`src/rtl/shift_add_mult_seq_if.sv`:
```
// Host-side bundle for the sequential multiplier: start/abort request, operands, and busy/done/product status.
// The host drives the request signals; the multiplier drives the status signals.
interface shift_add_mult_seq_if #(
  parameter int WIDTH = 4
);
  logic                 start;
  logic                 abort;
  logic [WIDTH-1:0]     a;
  logic [WIDTH-1:0]     b;
  logic                 busy;
  logic                 done;
  logic [2*WIDTH-1:0]   product;

  modport master (
    output start, abort, a, b,
    input  busy, done, product
  );

  modport slave (
    input  start, abort, a, b,
    output busy, done, product
  );
endinterface

```
`src/rtl/shift_add_mult_seq.sv`:
```
// Shift-and-add unsigned multiplier: one conditional add and one right shift per cycle, WIDTH+2 cycles per product.
// No backpressure: start is only sampled in IDLE, abort cancels an in-flight multiply.
module shift_add_mult_seq #(
  parameter int WIDTH = 4
) (
  input  logic                clk,
  input  logic                rst_n,
  shift_add_mult_seq_if.slave bus
);
  localparam int CW = (WIDTH > 1) ? $clog2(WIDTH) : 1;

  typedef enum logic [1:0] {
    IDLE = 2'b00,
    CALC = 2'b01,
    DONE = 2'b10
  } state_e;

  state_e               state_q, state_d;
  logic [WIDTH-1:0]     mcand_q, mcand_d;
  logic [2*WIDTH:0]     p_q, p_d, p_next;
  logic [WIDTH:0]       addend;
  logic [WIDTH:0]       sum;
  logic [CW-1:0]        count_q, count_d;
  logic [2*WIDTH-1:0]   product_q, product_d;

  // Upper half accumulates; lower half holds the remaining multiplier bits and
  // fills with product bits as it shifts right.
  always_comb begin
    addend = p_q[0] ? {1'b0, mcand_q} : '0;
    sum    = p_q[2*WIDTH:WIDTH] + addend;
    p_next = {1'b0, sum, p_q[WIDTH-1:1]};
  end

  always_comb begin
    state_d   = state_q;
    mcand_d   = mcand_q;
    p_d       = p_q;
    count_d   = count_q;
    product_d = product_q;
    case (state_q)
      IDLE: begin
        if (bus.start && !bus.abort) begin
          mcand_d = bus.a;
          p_d     = {{(WIDTH+1){1'b0}}, bus.b};
          count_d = CW'(WIDTH - 1);
          state_d = CALC;
        end
      end
      CALC: begin
        if (bus.abort) begin
          state_d = IDLE;
        end else begin
          p_d = p_next;
          if (count_q == '0) begin
            product_d = p_next[2*WIDTH-1:0];
            state_d   = DONE;
          end else begin
            count_d = count_q - CW'(1);
          end
        end
      end
      DONE:    state_d = IDLE;
      default: state_d = IDLE;
    endcase
  end

  always_ff @(posedge clk or negedge rst_n) begin
    if (!rst_n) begin
      state_q   <= IDLE;
      mcand_q   <= '0;
      p_q       <= '0;
      count_q   <= '0;
      product_q <= '0;
    end else begin
      state_q   <= state_d;
      mcand_q   <= mcand_d;
      p_q       <= p_d;
      count_q   <= count_d;
      product_q <= product_d;
    end
  end

  assign bus.busy    = (state_q == CALC) || (state_q == DONE);
  assign bus.done    = (state_q == DONE);
  assign bus.product = product_q;
endmodule
```
`src/flat_wrapper.sv`:
```
// flat-port wrapper written by rule: the top's interface ports become plain ports
module shift_add_mult_seq_flat 
#(
  parameter int WIDTH = 4
)
  (clk, rst_n, bus_start, bus_abort, bus_a, bus_b, bus_busy, bus_done, bus_product);
  shift_add_mult_seq_if #(.WIDTH(WIDTH)) bus_i ();
  input  logic clk;
  input  logic rst_n;
  input wire logic [$bits(bus_i.start)-1:0] bus_start;
  input wire logic [$bits(bus_i.abort)-1:0] bus_abort;
  input wire logic [$bits(bus_i.a)-1:0] bus_a;
  input wire logic [$bits(bus_i.b)-1:0] bus_b;
  output wire logic [$bits(bus_i.busy)-1:0] bus_busy;
  output wire logic [$bits(bus_i.done)-1:0] bus_done;
  output wire logic [$bits(bus_i.product)-1:0] bus_product;
  assign bus_i.start = bus_start;
  assign bus_i.abort = bus_abort;
  assign bus_i.a = bus_a;
  assign bus_i.b = bus_b;
  assign bus_busy = bus_i.busy;
  assign bus_done = bus_i.done;
  assign bus_product = bus_i.product;
  shift_add_mult_seq #(.WIDTH(WIDTH)) u_core (.clk(clk), .rst_n(rst_n), .bus(bus_i));
endmodule
```
`config.mk`:
```
export PLATFORM = sky130hd
export DESIGN_NAME = shift_add_mult_seq_flat
export DESIGN_NICKNAME = d
export VERILOG_FILES = /design/src/rtl/shift_add_mult_seq_if.sv /design/src/rtl/shift_add_mult_seq.sv /design/src/flat_wrapper.sv
export SDC_FILE = /design/constraint.sdc
export NUM_CORES = 1
export LEC_CHECK = 0
export ABC_AREA = 1
export BUFFER_PORTS_ARGS = -buffer_cell sky130_fd_sc_hd__buf_4
export CAP_MARGIN = 20
export CORE_MARGIN = 10
export CORE_UTILIZATION = 55
export CTS_CLUSTER_DIAMETER = 30
export DETAILED_ROUTE_END_ITERATION = 7
export HOLD_SLACK_MARGIN = 0.06
export PLACE_DENSITY = 0.79
export SETUP_SLACK_MARGIN = 0.2
export SKIP_LAST_GASP = 1
export SYNTH_ARGS = -nofsm -noshare
export SYNTH_HDL_FRONTEND = slang
export SYNTH_SLANG_ARGS = --single-unit
export TNS_END_PERCENT = 100
```
`constraint.sdc`:
```
create_clock -name clk -period 2.08 [get_ports clk]
set_clock_uncertainty 0.1 [all_clocks]
set_input_delay 0.312 -clock clk [delete_from_list [all_inputs] [get_ports clk]]
set_output_delay 0.312 -clock clk [all_outputs]
set_load 0.1 [all_outputs]
```
; Yosys cells after proc, flatten, opt, wreduce, memory -nomap -nowiden
; Index checks and enable logic that the tools add are counted.
[classes]
n_mux = 12
eq_ne = 6
div = 0
n_bitwise = 1
add_sub_neg = 2
n_shift = 0
multipliers = 0
n_reduce_logical = 11
n_lt_le_gt_ge = 0
[op_table]
columns = operator, n
row1 = two-way mux 9 bit, 2
row2 = case mux 9 bit (2 select lines), 1
row3 = two-way mux 2 bit, 6
row4 = case mux 2 bit (2 select lines), 2
row5 = AND reduction 3 bit, 2
row6 = adder 5 bit, 1
row7 = logical NOT 2 bit, 2
row8 = two-way mux 4 bit, 1
row9 = inequality test 2 bit (second input constant), 2
row10 = AND reduction 2 bit, 2
row11 = AND reduction 4 bit, 1
row12 = inequality test 3 x 2 -> 1 bit (second input constant), 1
row13 = == test 2 x 1 -> 1 bit (second input constant), 1
row14 = == test 2 bit (second input constant), 1
row15 = inequality test 2 x 1 -> 1 bit (second input constant), 1
row16 = nonzero test 2 bit, 1
row17 = subtractor 2 x 1 -> 2 bit (second input constant), 1
row18 = logical AND 1 bit, 1
row19 = logical NOT 1 bit, 1
row20 = logical OR 1 bit, 1
row21 = inverter 1 bit, 1
[word_totals]
latch_bits = 0
ff_bits = 25
ram_bits = 0
output_inout_bits = 10
rom_bits = 0
word_cells = 37
in_bits = 12
memories = 0

; Longest topological paths before layout
[logic_depth]
depth_word = 4
depth_mapped = 9
ltp_nobuf = 8

; Worst setup path before layout
; No wires, ideal clock.
[synth_timing]
path_kind = register to register
startpoint = reg u_core.p_q[0]
endpoint = reg u_core.p_q[4]
synth_period_minus_slack_ns = 1.724
t_arrival_ns = 1.548
setup_time_ns = 0.076
setup_slack_ns = 0.356
path_stages_with_launch = 8
required_ns = 1.904
n_path_buf = 0
cell_sequence = dfrtp_1 nand2_1 inv_1 ha_1 inv_1 fa_1 or2_2 o21ai_1
[synth_between]
elab_chain_cells = 4
[synth_lines]
columns = item, line_no
row1 = from (decl), shift_add_mult_seq.sv:20  ; logic [2*WIDTH:0] p_q, p_d, p_next;
row2 = from (signal assigned), shift_add_mult_seq.sv:77  ; p_q <= p_d;
row3 = two-way mux 4 bit, shift_add_mult_seq.sv:29  ; addend = p_q[0] ? {1'b0, mcand_q} : '0;
row4 = adder 5 bit, shift_add_mult_seq.sv:30  ; sum = p_q[2*WIDTH:WIDTH] + addend;
row5 = two-way mux 9 bit, shift_add_mult_seq.sv:50  ; if (bus.abort) begin
row6 = case mux 9 bit (2 select lines), shift_add_mult_seq.sv:40  ; case (state_q)
; Every way passes these cells. The select of a mux whose other input is x is not followed.
; A chain may end at the register's enable or synchronous reset.

; Worst setup path after layout
[layout_timing]
startpoint = reg u_core.state_q[1]
endpoint = out bus_busy
[layout_between]
elab_chain_cells = 2
elab_cells_between_ends = 3
cone_classes = eq/ne: 2 / reduce/logical: 1
[layout_lines]
columns = item, line_no
row1 = from (decl), shift_add_mult_seq.sv:18  ; state_e state_q, state_d;
row2 = from (signal assigned), shift_add_mult_seq.sv:75  ; state_q <= state_d;
row3 = == test 2 x 1 -> 1 bit / == test 2 bit (equally long branches), shift_add_mult_seq.sv:83  ; assign bus.busy = (state_q == CALC) || (state_q == DONE);
row4 = logical OR 1 bit (*), shift_add_mult_seq.sv:83
row5 = to (decl), flat_wrapper.sv:14  ; output wire logic [$bits(bus_i.busy)-1:0] bus_busy;
; Mark *: on every way between the ends. The rest lies on a longest branch, timed or not.

==> metrics.txt <==
status=finished clean; RSZ-0062 raised after global routing=false; setup tns final=0 ns; routed len/inst=12.5 µm; slack of the worst reg-to-reg path=between 0.2 and 0.3 ns; Final HPWL DP=between 2000 and 2500 µm; cell area after layout=1580 µm²; CTS buffer count=3; remaining global-route overflow=0; Relative slew margins=0.795; Port Buf Inserts=21; worst slew pin tran=~0.31 ns; post-route ant nets=0; arrival time at the worst endpoint=around 1.4 ns; Yosys top cell area share=0.456; Avg Cell Area, Syn=~8.4 µm²; Largest stage delay, worst path=about 0.40 ns; commonest cells in the netlist=53 x nand2_1, 24 x dfrtp_1, 20 x inv_1; min-delay src=bus_a[2]; CP top delay family=flip-flops; Ys Warns=0; final hold vios=0; fin crit share=0.863; Worst Setup End Kind=primary output; root buffer cell=clkbuf_4; Area Overhead vs Synth=19.9%; drt first pass iters=4; crit path max fanout=3; Seq/Total Area, Yosys=0.456; buffers plus inverters on the worst setup path=2; multi-input combinational cell area=between 600 and 700 µm²; Detailed Route WL=between 2000 and 3000 µm; Worst-path clk slew=roughly 0.14 ns; DRT met1 WL=1200 µm; Die X=68.9 µm; HP Class=in2reg; ant diodes=0; CTS tree=done; final setup fails=0; Initial Utilization=0.584; synth top area cells=dfrtp_1 46%, nand2_1 15%, ha_1 8.6%, inv_1 5.7%, nand2_4 5.1%; Slowest cell on crit path=dfrtp_1; die height=68.9 µm; layout cells sized above 1=0.236; initial antenna violation count=0; placed cell area=around 1500 µm²; number of fill cells=184; FF+latch count, synth=24; initial drt markers=85; Cell Area, Synth=~1300 µm²; Nets=205; Worst Setup SP=u_core.state_q[1]$_DFFE_PN0P_; Post-Syn Instances=about 160; startpoint type of the worst setup path=register; GP Congestion=between 0.8 and 0.9; Reg-to-Reg Start=u_core.p_q[0]$_DFFE_PN0P_; std cell rows=17; CTS Sinks=24; ys flop type=dfrtp_1; first-pass GRT wire length=between 4000 and 5000 µm; DRC viols=0; FMAX=0.557 GHz; met2 routed wirelength=roughly 1200 µm; Worst R2R Path Depth=7; H-tree levels=1; GRT Total Usage=0.121; drt via density=roughly 5; Crit Path Class=reg2out; fin. max-slew vios=0; vias in the first global route=about 1,100; clock buffer depth=2; WL met3=185 µm; WP data required=1.67 ns; Hold EP=u_core.mcand_q[2]$_DFFE_PN0P_; Max Cap Violations=0; critical-path cell list=inv_1 > ha_1 > buf_4; hold depth=3; Worst-Skew Late Latency=slightly above 0.3 ns; Core Box Area=roughly 2300 µm²; largest net degree at the start of global routing=25; asr flop ratio synth=1.00; DR vias=about 1,000; fin crit period=approximately 1.8 ns; IO Count=22; dominant cell type by area after synthesis=dfrtp_1; storage element area=~600 µm²; EDFF count, synth=0; Syn Nets=between 150 and 200; Netlist cell types=19; FF-to-FF End=u_core.p_q[4]$_DFFE_PN0P_; die footprint=about 4700 µm²; top-count cell post-synth=nand2_1; Highest Signal Layer=met4
tightest hold or removal path, stage by stage:
cell,delay [ns]
buf_4,0.10
inv_1,0.03
o21ai_0,0.07
placed cells by master (no fill, tap or decap), types with 2 or more instances in the layout:
cell	n
nand2_1	53
nand3_1	7
ha_1	8
a21oi_1	3
o21ai_0	10
o21ai_1	9
nand4_1	2
nand2_4	6
buf_4	23
or2_2	4
dfrtp_1	24
clkbuf_4	3
inv_2	2
inv_1	20
logic make-up after synthesis:
| group | after synthesis | share of synthesized area |
|---|---|---|
| and+or+nand+nor | 74 | 0.269 |
| buffers and inverters | 24 | 0.0770 |
| DFF | 24 | 0.456 |
| AOI/OAI and AO/OA | 23 | 0.0903 |
| adders and majority gates | 10 | 0.101 |
| xor gates and xnor gates | 1 | 0.00666 |
layer usage:
metal,global-route usage,vias up
met5,0,-
met4,0.0369,0
met3,0.0258,4
met2,0.203,29
met1,0.152,479
li1,-,537
how the worst max path moves through the flow:
stage,to,slack [ns],cells past startpoint
after floorplan,u_core.p_q[4]$_DFFE_PN0P_,0.36,7
after global placement,u_core.p_q[4]$_DFFE_PN0P_,0.33,7
after detailed placement,u_core.p_q[4]$_DFFE_PN0P_,0.28,7
after CTS,u_core.p_q[4]$_DFFE_PN0P_,0.26,7
after global routing,u_core.p_q[4]$_DFFE_PN0P_,0.19,7
final,bus_busy,0.28,3
repair_timing:
action | CTS | global route
hold buffers | 1 | 0
gates resized for setup | 0 | 3
hold endpoints to repair | 24 | 0
buffers inserted | 0 | 1
setup endpoints to repair | 0 | 8
registers in the layout, summed over array words and instances, names as in the netlist:
register / flops
u_core.bus.product: 8
u_core.p_q: 8
u_core.count_q: 2
u_core.mcand_q: 4
u_core.state_q: 2
through the flow:
| stage | std cells | hold slack [ns] | worst slack, ns | util |
|---|---|---|---|---|
| floorplan | 156 | -0.0836 | 0.356 | - |
| global placement | 204 | 0.120 | 0.334 | 0.664 |
| detailed placement | 204 | 0.130 | 0.278 | 0.664 |
| CTS | 209 | 0.139 | 0.263 | 0.692 |
| global route | 210 | 0.128 | 0.189 | 0.700 |
| finish | 210 | 0.137 | 0.284 | 0.700 |
cell type report:
class / count / area share
clock buffer: 3 / 0.0143
clock inverter: 1 / 0.0190
inverter: 22 / 0.0523
multi-input combinational: 108 / 0.396
sequential: 24 / 0.381
tap: 28 / 0.0222
timing repair buffer: 24 / 0.116
Power is not shown: default switching activity piles up to over one toggle a cycle in this logic, so the estimate is an artifact.
